`src/rtl/pipe_skid_reg.sv`:
```
// Two-entry skid register between execute and memory stages; input-to-output latency 1 cycle.
// in_ready is registered and drops only when both entries are held, so out_ready never reaches it combinationally.
module pipe_skid_reg #(
    parameter int                DATA_W      = 32,
    parameter int                REG_AW      = 5,
    parameter int                CTRL_W      = 16,
    parameter logic [CTRL_W-1:0] CTRL_BUBBLE = '0
) (
    input  logic              clk,
    input  logic              rst,
    input  logic              flush,
    input  logic              in_valid,
    output logic              in_ready,
    input  logic [DATA_W-1:0] result_i,
    input  logic [REG_AW-1:0] write_reg_addr_i,
    input  logic [CTRL_W-1:0] control_signal_i,
    input  logic [DATA_W-1:0] mem_write_data_i,
    output logic              out_valid,
    input  logic              out_ready,
    output logic [DATA_W-1:0] result_o,
    output logic [REG_AW-1:0] write_reg_addr_o,
    output logic [CTRL_W-1:0] control_signal_o,
    output logic [DATA_W-1:0] mem_write_data_o,
    output logic [1:0]        occupancy
);

    typedef struct packed {
        logic [DATA_W-1:0] result;
        logic [REG_AW-1:0] addr;
        logic [CTRL_W-1:0] ctrl;
        logic [DATA_W-1:0] wdata;
    } pld_t;

    typedef enum logic [1:0] {
        ST_EMPTY = 2'd0,
        ST_FULL  = 2'd1,
        ST_SKID  = 2'd2
    } state_t;

    state_t     r_state;
    pld_t       r_main;
    pld_t       r_skid;
    logic       r_in_ready;
    logic       r_out_valid;
    logic [1:0] r_occ;

    pld_t w_in;
    pld_t w_bubble;
    logic w_acc;
    logic w_iss;

    assign w_in     = '{result: result_i, addr: write_reg_addr_i,
                        ctrl: control_signal_i, wdata: mem_write_data_i};
    assign w_bubble = '{result: '0, addr: '0, ctrl: CTRL_BUBBLE, wdata: '0};
    assign w_acc    = in_valid & r_in_ready;
    assign w_iss    = r_out_valid & out_ready;

    // The main entry is scrubbed to the bubble whenever it empties, so outputs need no masking.
    always_ff @(posedge clk) begin
        if (rst || flush) begin
            r_state     <= ST_EMPTY;
            r_main      <= w_bubble;
            r_skid      <= w_bubble;
            r_in_ready  <= 1'b1;
            r_out_valid <= 1'b0;
            r_occ       <= 2'd0;
        end else begin
            case (r_state)
                ST_EMPTY: begin
                    if (w_acc) begin
                        r_main      <= w_in;
                        r_state     <= ST_FULL;
                        r_out_valid <= 1'b1;
                        r_occ       <= 2'd1;
                    end
                end
                ST_FULL: begin
                    case ({w_acc, w_iss})
                        2'b11: r_main <= w_in;
                        2'b10: begin
                            r_skid     <= w_in;
                            r_state    <= ST_SKID;
                            r_in_ready <= 1'b0;
                            r_occ      <= 2'd2;
                        end
                        2'b01: begin
                            r_main      <= w_bubble;
                            r_state     <= ST_EMPTY;
                            r_out_valid <= 1'b0;
                            r_occ       <= 2'd0;
                        end
                        default: ;
                    endcase
                end
                ST_SKID: begin
                    if (w_iss) begin
                        r_main     <= r_skid;
                        r_skid     <= w_bubble;
                        r_state    <= ST_FULL;
                        r_in_ready <= 1'b1;
                        r_occ      <= 2'd1;
                    end
                end
                default: begin
                    r_state     <= ST_EMPTY;
                    r_main      <= w_bubble;
                    r_skid      <= w_bubble;
                    r_in_ready  <= 1'b1;
                    r_out_valid <= 1'b0;
                    r_occ       <= 2'd0;
                end
            endcase
        end
    end

    assign in_ready         = r_in_ready;
    assign out_valid        = r_out_valid;
    assign occupancy        = r_occ;
    assign result_o         = r_main.result;
    assign write_reg_addr_o = r_main.addr;
    assign control_signal_o = r_main.ctrl;
    assign mem_write_data_o = r_main.wdata;

endmodule

```
`config.mk`:
```
export PLATFORM = sky130hd
export DESIGN_NAME = pipe_skid_reg
export DESIGN_NICKNAME = d
export VERILOG_FILES = /design/src/rtl/pipe_skid_reg.sv
export SDC_FILE = /design/constraint.sdc
export NUM_CORES = 1
export LEC_CHECK = 0
export ABC_AREA = 0
export BUFFER_PORTS_ARGS = -buffer_cell sky130_fd_sc_hd__buf_2
export CAP_MARGIN = 10
export CORE_ASPECT_RATIO = 1.5
export CORE_MARGIN = 5
export CORE_UTILIZATION = 45
export DETAILED_ROUTE_END_ITERATION = 7
export GPL_ROUTABILITY_DRIVEN = 1
export GPL_TIMING_DRIVEN = 0
export HOLD_SLACK_MARGIN = 0.08
export PLACE_DENSITY = 0.79
export SYNTH_ARGS = -nofsm -noshare
export SYNTH_HDL_FRONTEND = slang
export SYNTH_SLANG_ARGS = --single-unit
export TNS_END_PERCENT = 30
```
`constraint.sdc`:
```
create_clock -name clk -period 1.8 [get_ports clk]
set_input_delay 0.36 -clock clk [delete_from_list [all_inputs] [get_ports clk]]
set_output_delay 0.36 -clock clk [all_outputs]
set_load 0.005 [all_outputs]
```
==> impl_metrics.json, run 1 <==
{
  "status": "complete, but fails checks",
  "violations": "setup timing",
  "dp_hpwl_um": 16000,
  "ys_types": 25,
  "yosys-top-cells-area": "dfxtp_1, a32oi_1, a211oi_1",
  "worstPathRequired_ns": 2.14,
  "power_density_nw_per_um2": 936,
  "layout_setup_ws_ns": -0.0430,
  "hold_violations": 0,
  "ff2ff_path_depth": 10,
  "cap_violations": 0,
  "timing.slew.headroom_pct": 52.4,
  "yosysTopAreaCell": "dfxtp_1",
  "p_sw_uw": 2520,
  "overflow": 0,
  "io_pins": 179,
  "row_count": 55,
  "synthTopCellsByCount": "dfxtp_1, nand2_1, a21oi_1",
  "worstSetupEndpointType": "flop",
  "critPathMaxStageDelay_ns": 0.38,
  "path_clk_slew_ns": 0.07,
  "p_seq_share_pct": 44.8,
  "ys_warn_count": 0,
  "start_util_pct": 46.0,
  "min_from": "result_i[4]",
  "fmax_mhz": 543,
  "critical_path.slowest_cell": "dfxtp_4",
  "cp.arrival_ns": 2.18,
  "ant_nets": 0,
  "fin_nets": 1116,
  "area_growth_pct": 38.0,
  "multi_input_area_um2": 3590,
  "synthArstFlopShare_pct": 0,
  "timing.rr.end": "mem_write_data_o[27]",
  "post-route-period-util_pct": 102,
  "worstMarginPinSlew_ns": 0.713,
  "synth.yosys.seq_area_share_pct": 50.0,
  "internal_power_uw": 6470,
  "p_total_uw": 8990,
  "cp-start-kind": "flop",
  "numCtsBuffers": 17,
  "ys_seq_elements": 174,
  "crit_fanout": 10,
  "cts_hold_buf": 0,
  "clock_sinks": 174,
  "num_vias": 7195,
  "core_um2": 15100,
  "synth.most_common_cell": "dfxtp_1",
  "r2r_setup_slack_ns": -0.04,
  "synth_edf_count": 0,
  "syn_nets": 908,
  "whs_path_depth": 3,
  "synth_ff_type": "dfxtp_1",
  "vdd_ir_drop_max_v": 0.000546,
  "worstPathCellList": "nand2_4 -> inv_6 -> ha_4 -> nor4b_4 -> a211oi_4 -> buf_6 -> buf_12 -> buf_12 -> nor2_1 -> a211oi_1",
  "place_ws_ns": -0.628,
  "leakagePower_uw": 0.00366,
  "layout_min_cycle_time_ns": 1.84,
  "root_buffer": "clkbuf_16",
  "drt-total-wl_um": 23400,
  "syn-cell-area_um2": 6960,
  "final-setup-viol-count": 25,
  "fin_tns_setup_ns": -0.423,
  "crit_path_frequent_cell": "buf_12",
  "regArea_um2": 3490,
  "drt-wirelength-per-cell_um": 18.9,
  "avgSynthCellArea_um2": 8.55,
  "grt_pass1_vias": 6905,
  "globalplace.congestion": 0.820,
  "switching_share_pct": 28.0,
  "io_buffer_count": 178,
  "path_class": "flop to flop",
  "combinationalPowerShare_pct": 14.2,
  "clock_latency_ns": 0.43,
  "fillers": 1286,
  "vias_per_cell": 5.83,
  "slew_viol_final": 0,
  "syn_inst": 814,
  "die-area_um2": 18100,
  "finClkSkew_ns": 0.0120,
  "drtIter0Drc": 421,
  "grt_max_degree": 18,
  "die_x_um": 112,
  "grt_pass1_wl_um": 35400,
  "worstReg2RegStart": "out_valid",
  "utilization_pct": 63.4,
  "drc": 0,
  "dr.pass1.iters": 7,
  "clock_path_buffers": 2,
  "rsz0062_at_grt": "yes",
  "layout-drive-gt1-share_pct": 37.4,
  "die_h_um": 162,
  "whs_endpoint": "r_skid[57]",
  "power_frac_clock_pct": 41.0,
  "htree_levels": 4,
  "synth.top_cell.area_share_pct": 50.0,
  "antenna_found_initial": 2,
  "tritoncts": "yes",
  "track_usage_pct": 23.8,
  "worstHoldPathType": "input pin to flop"
}
-- worst max-delay path by stage --
stage / start / slack (ns) / cells past startpoint / endpoint
2_1_floorplan: out_valid / 0.006 / 9 / control_signal_o[0]
6_report: out_valid / -0.04 / 10 / mem_write_data_o[27]
4_1_cts: in_ready / -0.03 / 9 / r_skid[75]
5_1_grt: out_valid / -0.11 / 10 / mem_write_data_o[23]
3_5_place_dp: out_ready / -0.63 / 10 / mem_write_data_o[27]
3_3_place_gp: out_ready / -0.57 / 10 / mem_write_data_o[19]
-- routing by layer --
| metal | global-route usage [%] | vias up | share of wire (%) |
|---|---|---|---|
| met2 | 43.6 | 261 | 53 |
| met5 | 0 | - | 0.056 |
| met4 | 9.96 | 2 | 3.0 |
| met1 | 26.7 | 3464 | 38 |
| met3 | 4.94 | 58 | 5.2 |
| li1 | - | 3410 | - |
-- cell usage in the layout (no fill, tap or decap), drive strengths merged, types with 2 or more instances in the layout --
master,instances
a211oi,86
clkinv,5
a32oi,81
a21o,2
nand3,81
clkinvlp,2
a21oi,93
a22oi,3
inv,10
ha,4
buf,215
nand2,96
dfxtp,174
nor2,90
clkbuf,83
-- per-stage QoR --
step	std cells	area [um2]	hold slack (ns)
floorplan	814	6970	0.432
global placement	1191	8110	0.437
detailed placement	1191	8110	0.443
CTS	1227	9120	0.171
global route	1235	9610	0.193
finish	1235	9610	0.186
-- timing repair --
item	CTS	global route
resized for setup	130	103
gates cloned	0	3
hold endpoints to repair	0	0
buffers inserted	4	4
pin swaps	2	7
endpoints found under the setup margin	173	164
-- worst max-delay path: cells and delay by family (launching register included) --
family / cells / cell delay, ns
buffers and inverters: 4 / 0.59
flip-flops: 1 / 0.38
adder cells (fa/ha/maj): 1 / 0.18
AND/OR/NAND/NOR: 3 / 0.18
AO/OA/AOI/OAI: 2 / 0.42
-- power by group through the flow --
stage	clock, uW	combinational, uW	sequential, uW
detailed placement	0	942	4110
CTS	3700	1080	4030
global placement	0	935	4110
floorplan	0	506	4120
global route	3880	1380	4040
finish	3680	1280	4030
-- state kept, by name, indices dropped and copies added, names as in the netlist --
signal / flops
result_o: 32
write_reg_addr_o: 5
control_signal_o: 16
in_ready: 1
r_skid: 85
out_valid: 1
mem_write_data_o: 32
occupancy: 2
-- logic make-up (layout without fill, tap and decap cells) --
group                    after synthesis  count (layout)  synth area share, %
AND/OR/NAND/NOR                      272             272                 16.4
AO/OA/AOI/OAI                        269             269                 27.3
flip-flops                           174             174                 50.0
buffers and inverters                 95             316                 5.59
adder cells (fa/ha/maj)                4               4                0.719
other                                  0               1                    0
-- final cells by class --
type / count / area share (%)
inverter: 4 / 0.208
clock inverter: 14 / 1.63
sequential: 174 / 36.4
buffer: 91 / 6.62
multi-input combinational: 545 / 37.3
clock buffer: 18 / 4.47
timing repair buffer: 189 / 10.8
tap: 199 / 2.59
antenna: 1 / 0.0261
Power figures use the tool's default switching activity.
==> run 2: changes to the inputs <==
--- a/config.mk
+++ b/config.mk
@@ -10,12 +10,12 @@
 export CAP_MARGIN = 10
 export CORE_ASPECT_RATIO = 1.5
 export CORE_MARGIN = 5
-export CORE_UTILIZATION = 45
+export CORE_UTILIZATION = 48
 export DETAILED_ROUTE_END_ITERATION = 7
 export GPL_ROUTABILITY_DRIVEN = 1
 export GPL_TIMING_DRIVEN = 0
 export HOLD_SLACK_MARGIN = 0.08
-export PLACE_DENSITY = 0.79
+export PLACE_DENSITY = 0.83
 export SYNTH_ARGS = -nofsm -noshare
 export SYNTH_HDL_FRONTEND = slang
 export SYNTH_SLANG_ARGS = --single-unit
==> run 2 against run 1 <==
Utilization grew 1.9 points. Clock skew shrank 0.0016 ns. Flip-flop and latch count is the same. First-iteration DRC count grew 7.4%. Global-route usage grew 1.3 points. Die area shrank 5.8%. Total power shrank 1.6%. Worst hold slack gained 0.0085 ns. The flow still finishes with violations (setup timing). Combinational power shrank 5%. Via count grew 0.18%.
==> impl_metrics.json, run 2 (synthesis gave the netlist of run 1 again) <==
{
  "status": "complete, but fails checks",
  "violations": "setup timing",
  "stdcell_area_um2": 9400,
  "drt-wirelength-per-cell_um": 18.5,
  "hold_ws_ns": 0.194,
  "stdcell_count": 1231,
  "cp.arrival_ns": 2.18,
  "vdd_ir_drop_max_v": 0.000666,
  "num_vias": 7208,
  "row_count": 54,
  "antenna_found_initial": 3,
  "final_common_cell": "buf_2",
  "clock_latency_ns": 0.42,
  "path_buf_inv": 3,
  "worstHoldPathType": "input pin to flop",
  "io_buffer_count": 178,
  "worstPathCellList": "buf_4 -> inv_1 -> nor2_4 -> buf_1 -> nand3_1 -> a21oi_1",
  "tritoncts": "yes",
  "finClkSkew_ns": 0.0104,
  "layout_setup_ws_ns": -0.0365,
  "core_um2": 14400,
  "worstReg2RegStart": "occupancy[0]",
  "rsz0062_at_grt": "yes",
  "drt-total-wl_um": 22800,
  "overflow": 0,
  "final-setup-viol-count": 47,
  "dp_hpwl_um": 15700,
  "critPathMaxStageDelay_ns": 0.42,
  "worstSetupEndpointType": "flop",
  "die_h_um": 158,
  "area_growth_pct": 35.1,
  "utilization_pct": 65.3,
  "crit_fanout": 10,
  "critical_path.top_delay_family": "buffers and inverters",
  "vias_per_cell": 5.86,
  "cts_hold_buf": 0,
  "drtIter0Drc": 452,
  "critical_path.slowest_cell": "dfxtp_1",
  "layout_min_cycle_time_ns": 1.84,
  "drc": 0,
  "wl_met3_um": 1420,
  "grt_pass1_vias": 6751,
  "grt_pass1_wl_um": 34200,
  "top_register": "r_skid",
  "root_buffer": "clkbuf_16",
  "dr.pass1.iters": 6,
  "path_clk_slew_ns": 0.07,
  "fin_nets": 1115,
  "drt-met1-wl_um": 8560,
  "fmax_mhz": 545,
  "leakagePower_uw": 0.00360,
  "htree_levels": 4,
  "hold_violations": 0,
  "io_pins": 179,
  "die_x_um": 108,
  "track_usage_pct": 25.1,
  "globalplace.congestion": 0.864,
  "worstPathRequired_ns": 2.14,
  "path_class": "flop to flop",
  "grt_max_degree": 17,
  "die-area_um2": 17100,
  "largest_reg_flops": 85,
  "power_density_nw_per_um2": 941,
  "fin_tns_setup_ns": -0.514,
  "clock_sinks": 174,
  "topRoutingLayerUsed": "met5",
  "start_util_pct": 48.4,
  "numCtsBuffers": 17,
  "r2r_setup_slack_ns": -0.04,
  "worstMarginPinSlew_ns": 0.700,
  "crit_start": "occupancy[0]",
  "dp.cells": 1188,
  "cap_violations": 0,
  "layout-drive-gt1-share_pct": 35.0,
  "layout_common_cells": "buf_2, dfxtp_1, nand2_1",
  "cp-start-kind": "flop",
  "min_from": "control_signal_i[15]",
  "wl_met2_um": 12000,
  "slew_viol_final": 0,
  "place_area_um2": 8110,
  "timing.slew.headroom_pct": 53.3,
  "post-route-period-util_pct": 102,
  "ant_nets": 0,
  "clock_path_buffers": 2
}
-- run 2: worst register-to-register path: stages (launching register included) --
cell and delay (ns):
dfxtp_1 0.42, buf_4 0.22, inv_1 0.11, nor2_4 0.29
buf_1 0.41, nand3_1 0.14, a21oi_1 0.17
-- run 2: power breakdown --
part | switching, uW | internal, uW
combinational | 704 | 506
clock | 1630 | 1970
sequential | 70.7 | 3960
total | 2400 | 6440
-- run 2: timing repair --
action | in CTS | in global routing
gates resized for setup | 128 | 82
setup endpoints to repair | 173 | 170
buffers inserted | 5 | 3
pin swaps | 2 | 5
gates cloned | 0 | 2
-- run 2: worst paths after layout --
kind	cells after the start	end
min	3	r_skid[47]
max	6	r_skid[35]
min reg2reg	2	r_skid[67]
max reg2reg	6	r_skid[35]
-- run 2: area by class of cell --
cell class | count | area (um2)
sequential | 174 | 3490
clock buffer | 19 | 443
buffer | 91 | 588
fill | 1153 | 4990
timing repair buffer | 188 | 1000
clock inverter | 13 | 129
multi-input combinational | 545 | 3480
inverter | 4 | 17.5
tap | 196 | 245
antenna | 1 | 2.50
-- run 2: per-layer routing --
layer | up-vias | global-route usage, %
met2 | 315 | 45.6
met4 | 4 | 11.8
li1 | 3405 | -
met5 | - | 0
met3 | 64 | 5.13
met1 | 3420 | 27.7
-- run 2: through the flow --
step	worst slack (ns)	total power (uW)
floorplan	0.00566	4630
global placement	-0.555	5040
detailed placement	-0.608	5050
CTS	-0.0207	8740
global route	-0.112	9130
finish	-0.0365	8850
==> run 3: changes to the inputs <==
--- a/config.mk
+++ b/config.mk
@@ -5,17 +5,17 @@
 export SDC_FILE = /design/constraint.sdc
 export NUM_CORES = 1
 export LEC_CHECK = 0
-export ABC_AREA = 0
+export ABC_AREA = 1
 export BUFFER_PORTS_ARGS = -buffer_cell sky130_fd_sc_hd__buf_2
 export CAP_MARGIN = 10
 export CORE_ASPECT_RATIO = 1.5
 export CORE_MARGIN = 5
-export CORE_UTILIZATION = 48
+export CORE_UTILIZATION = 50
 export DETAILED_ROUTE_END_ITERATION = 7
 export GPL_ROUTABILITY_DRIVEN = 1
 export GPL_TIMING_DRIVEN = 0
 export HOLD_SLACK_MARGIN = 0.08
-export PLACE_DENSITY = 0.83
+export PLACE_DENSITY = 0.77
 export SYNTH_ARGS = -nofsm -noshare
 export SYNTH_HDL_FRONTEND = slang
 export SYNTH_SLANG_ARGS = --single-unit
==> run 3 against run 2 <==
The flow now finishes without violations. Final area grew 14%. Count of clock-buffer cells in the layout up 3. Worst setup slack improved by 0.10 ns. Global-route usage rose by 0.31 points. Register-to-register slack better by 0.10 ns. Non-clock buffer count rose by 2. Flip-flop and latch count did not move. Critical path depth increased by 2. Total power up 21%. Critical path type unchanged. Largest cell class is now multi-input gates. Highest routed layer is now met4.
==> impl_metrics.json, run 3 <==
{
  "critical_path.slowest_cell": "dfxtp_2",
  "worstReg2RegStart": "occupancy[0]",
  "ff2ff_path_depth": 8,
  "worstHoldPathType": "input pin to flop",
  "worstPathRequired_ns": 2.16,
  "ys_warn_count": 0,
  "stdcell_count": 1842,
  "grt_max_degree": 17,
  "dp.cells": 1808,
  "yosysTopAreaCell": "dfxtp_1",
  "vias_per_cell": 4.98,
  "min_from": "result_i[4]",
  "layout-drive-gt1-share_pct": 19.0,
  "path_buf_inv": 3,
  "whs_path_depth": 3,
  "largest_reg_flops": 85,
  "num_antenna_cells": 0,
  "die-area_um2": 20000,
  "worstSetupEndpointType": "flop",
  "yosys-top-cells-area": "dfxtp_1, nand2_1, nor2_1",
  "numCtsBuffers": 17,
  "critPathMaxStageDelay_ns": 0.43,
  "timing.slew.headroom_pct": 61.0,
  "root_buffer": "clkbuf_16",
  "vdd_ir_drop_max_v": 0.000682,
  "synth_ff_type": "dfxtp_1",
  "dp_hpwl_um": 18400,
  "place_area_um2": 9760,
  "final_common_cell": "nand2_1",
  "stdcell_area_um2": 10700,
  "r2r_setup_slack_ns": 0.06,
  "final-setup-viol-count": 0,
  "clock_sinks": 174,
  "top_register": "r_skid",
  "io_buffer_count": 178,
  "fmax_mhz": 576,
  "drt-wirelength-per-cell_um": 13.8,
  "layout_min_cycle_time_ns": 1.74,
  "synthTopCellsByCount": "nand2_1, nor2_1, dfxtp_1",
  "synth.top_cell.area_share_pct": 40.5,
  "htree_levels": 4,
  "drt-total-wl_um": 25400,
  "crit_fanout": 10,
  "syn_inst": 1420,
  "whs_endpoint": "r_skid[57]",
  "num_vias": 9177,
  "area_growth_pct": 24.4,
  "overflow": 0,
  "clock_path_buffers": 2,
  "timing.rr.end": "result_o[31]",
  "drc": 0,
  "die_x_um": 117,
  "fin_nets": 1714,
  "post-route-period-util_pct": 96.4,
  "core_um2": 16800,
  "synthArstFlopShare_pct": 0,
  "cp-start-kind": "flop",
  "slew_viol_final": 0,
  "antenna_found_initial": 0,
  "globalplace.congestion": 0.863,
  "cp.arrival_ns": 2.10,
  "power_density_nw_per_um2": 996,
  "synth.most_common_cell": "nand2_1",
  "layout_common_cells": "nand2_1, nor2_1, buf_2",
  "synth_edf_count": 0,
  "finClkSkew_ns": 0.00700,
  "critical_path.top_delay_family": "buffers and inverters",
  "io_pins": 179,
  "rsz0062_at_grt": "yes",
  "dr.pass1.iters": 5,
  "worstMarginPinSlew_ns": 0.586,
  "die_h_um": 171,
  "tritoncts": "yes",
  "grt_pass1_wl_um": 41000,
  "drtIter0Drc": 717,
  "avgSynthCellArea_um2": 6.06,
  "syn-cell-area_um2": 8610,
  "leakagePower_uw": 0.00506,
  "ant_nets": 0,
  "ys_seq_elements": 174,
  "synth.yosys.seq_area_share_pct": 40.5,
  "track_usage_pct": 25.4,
  "ys_types": 20,
  "status": "finished clean",
  "grt_pass1_vias": 8802,
  "hold_violations": 0,
  "path_class": "flop to flop",
  "syn_nets": 1514,
  "start_util_pct": 51.1,
  "crit_path_frequent_cell": "nor2_1",
  "crit_start": "occupancy[0]",
  "cap_violations": 0,
  "row_count": 58,
  "path_clk_slew_ns": 0.06,
  "worstPathCellList": "inv_2 -> nor2_1 -> buf_2 -> buf_2 -> nand3_1 -> nand3_1 -> nor2_1 -> nor2_1",
  "clock_latency_ns": 0.43
}
run 3: cell types whose count changed in the layout (fill, tap and decap cells not counted), moves of 35 or more:
cell,change
a211oi_2,-50
inv_1,+87
nand2_1,+427
nor2_1,+183
a21oi_1,-89
o21ai_1,+69
a211oi_1,-35
a32oi_1,-80
nand3_1,+90
run 3: logic make-up after synthesis:
logic type	synth area share [%]
DFF	40.5
AOI/OAI and AO/OA	5.26
and+or+nand+nor	44.5
buffers and inverters	9.20
adders and majority gates	0.581
run 3: worst max-delay path by stage:
stage | end | slack, ns | cells past startpoint
global placement | mem_write_data_o[22] | -0.69 | 6
finish | result_o[31] | 0.06 | 8
global route | mem_write_data_o[21] | -0.04 | 8
floorplan | mem_write_data_o[10] | 0.12 | 10
CTS | r_skid[13] | -0.02 | 10
detailed placement | mem_write_data_o[26] | -0.72 | 6
run 3: what timing repair did:
item	4_1_cts	5_1_grt
resized for setup	35	76
setup buffers	1	2
setup endpoints to repair	168	169
hold buffers	0	0
pin swaps	0	2
run 3: routing by layer:
layer  part of all wire [%]  global-route usage, %  vias to the layer above
li1                       -                      -                     4777
met1                     39                   29.1                     4072
met2                     52                   44.9                      281
met3                    6.4                   5.66                       47
met4                    2.3                   10.6                        0
met5                      0                      0                        -
run 3: power by group:
part / leakage [uW] / internal (uW) / total, uW / switching (uW)
sequential: 0.00142 / 4080 / 4200 / 118
combinational: 0.00331 / 847 / 2240 / 1390
clock: 0.000327 / 2720 / 4230 / 1510
total: 0.00506 / 7640 / 10700 / 3020
run 3: layout make-up:
type                       count  area, um2
clock buffer                  22        474
multi-input combinational   1052       4420
fill                        1582       6130
tap                          210        263
timing repair buffer         181        913
buffer                       100        591
inverter                      94        360
sequential                   174       3490
clock inverter                 9        205
run 3: worst min-delay path, stage by stage:
cell and delay, ns:
buf_2 0.09, o21ai_0 0.08, nor2_1 0.08
run 3: metrics by stage:
step	hold slack (ns)	setup TNS (ns)	utilization (%)	power, uW	worst slack [ns]
floorplan	0.465	0	-	5660	0.117
global placement	0.465	-77.91	58.0	6350	-0.689
detailed placement	0.473	-80.24	58.0	6380	-0.721
CTS	0.206	-0.100	62.6	10600	-0.0202
global route	0.253	-0.845	63.6	11200	-0.0406
finish	0.218	0	63.6	10700	0.0640
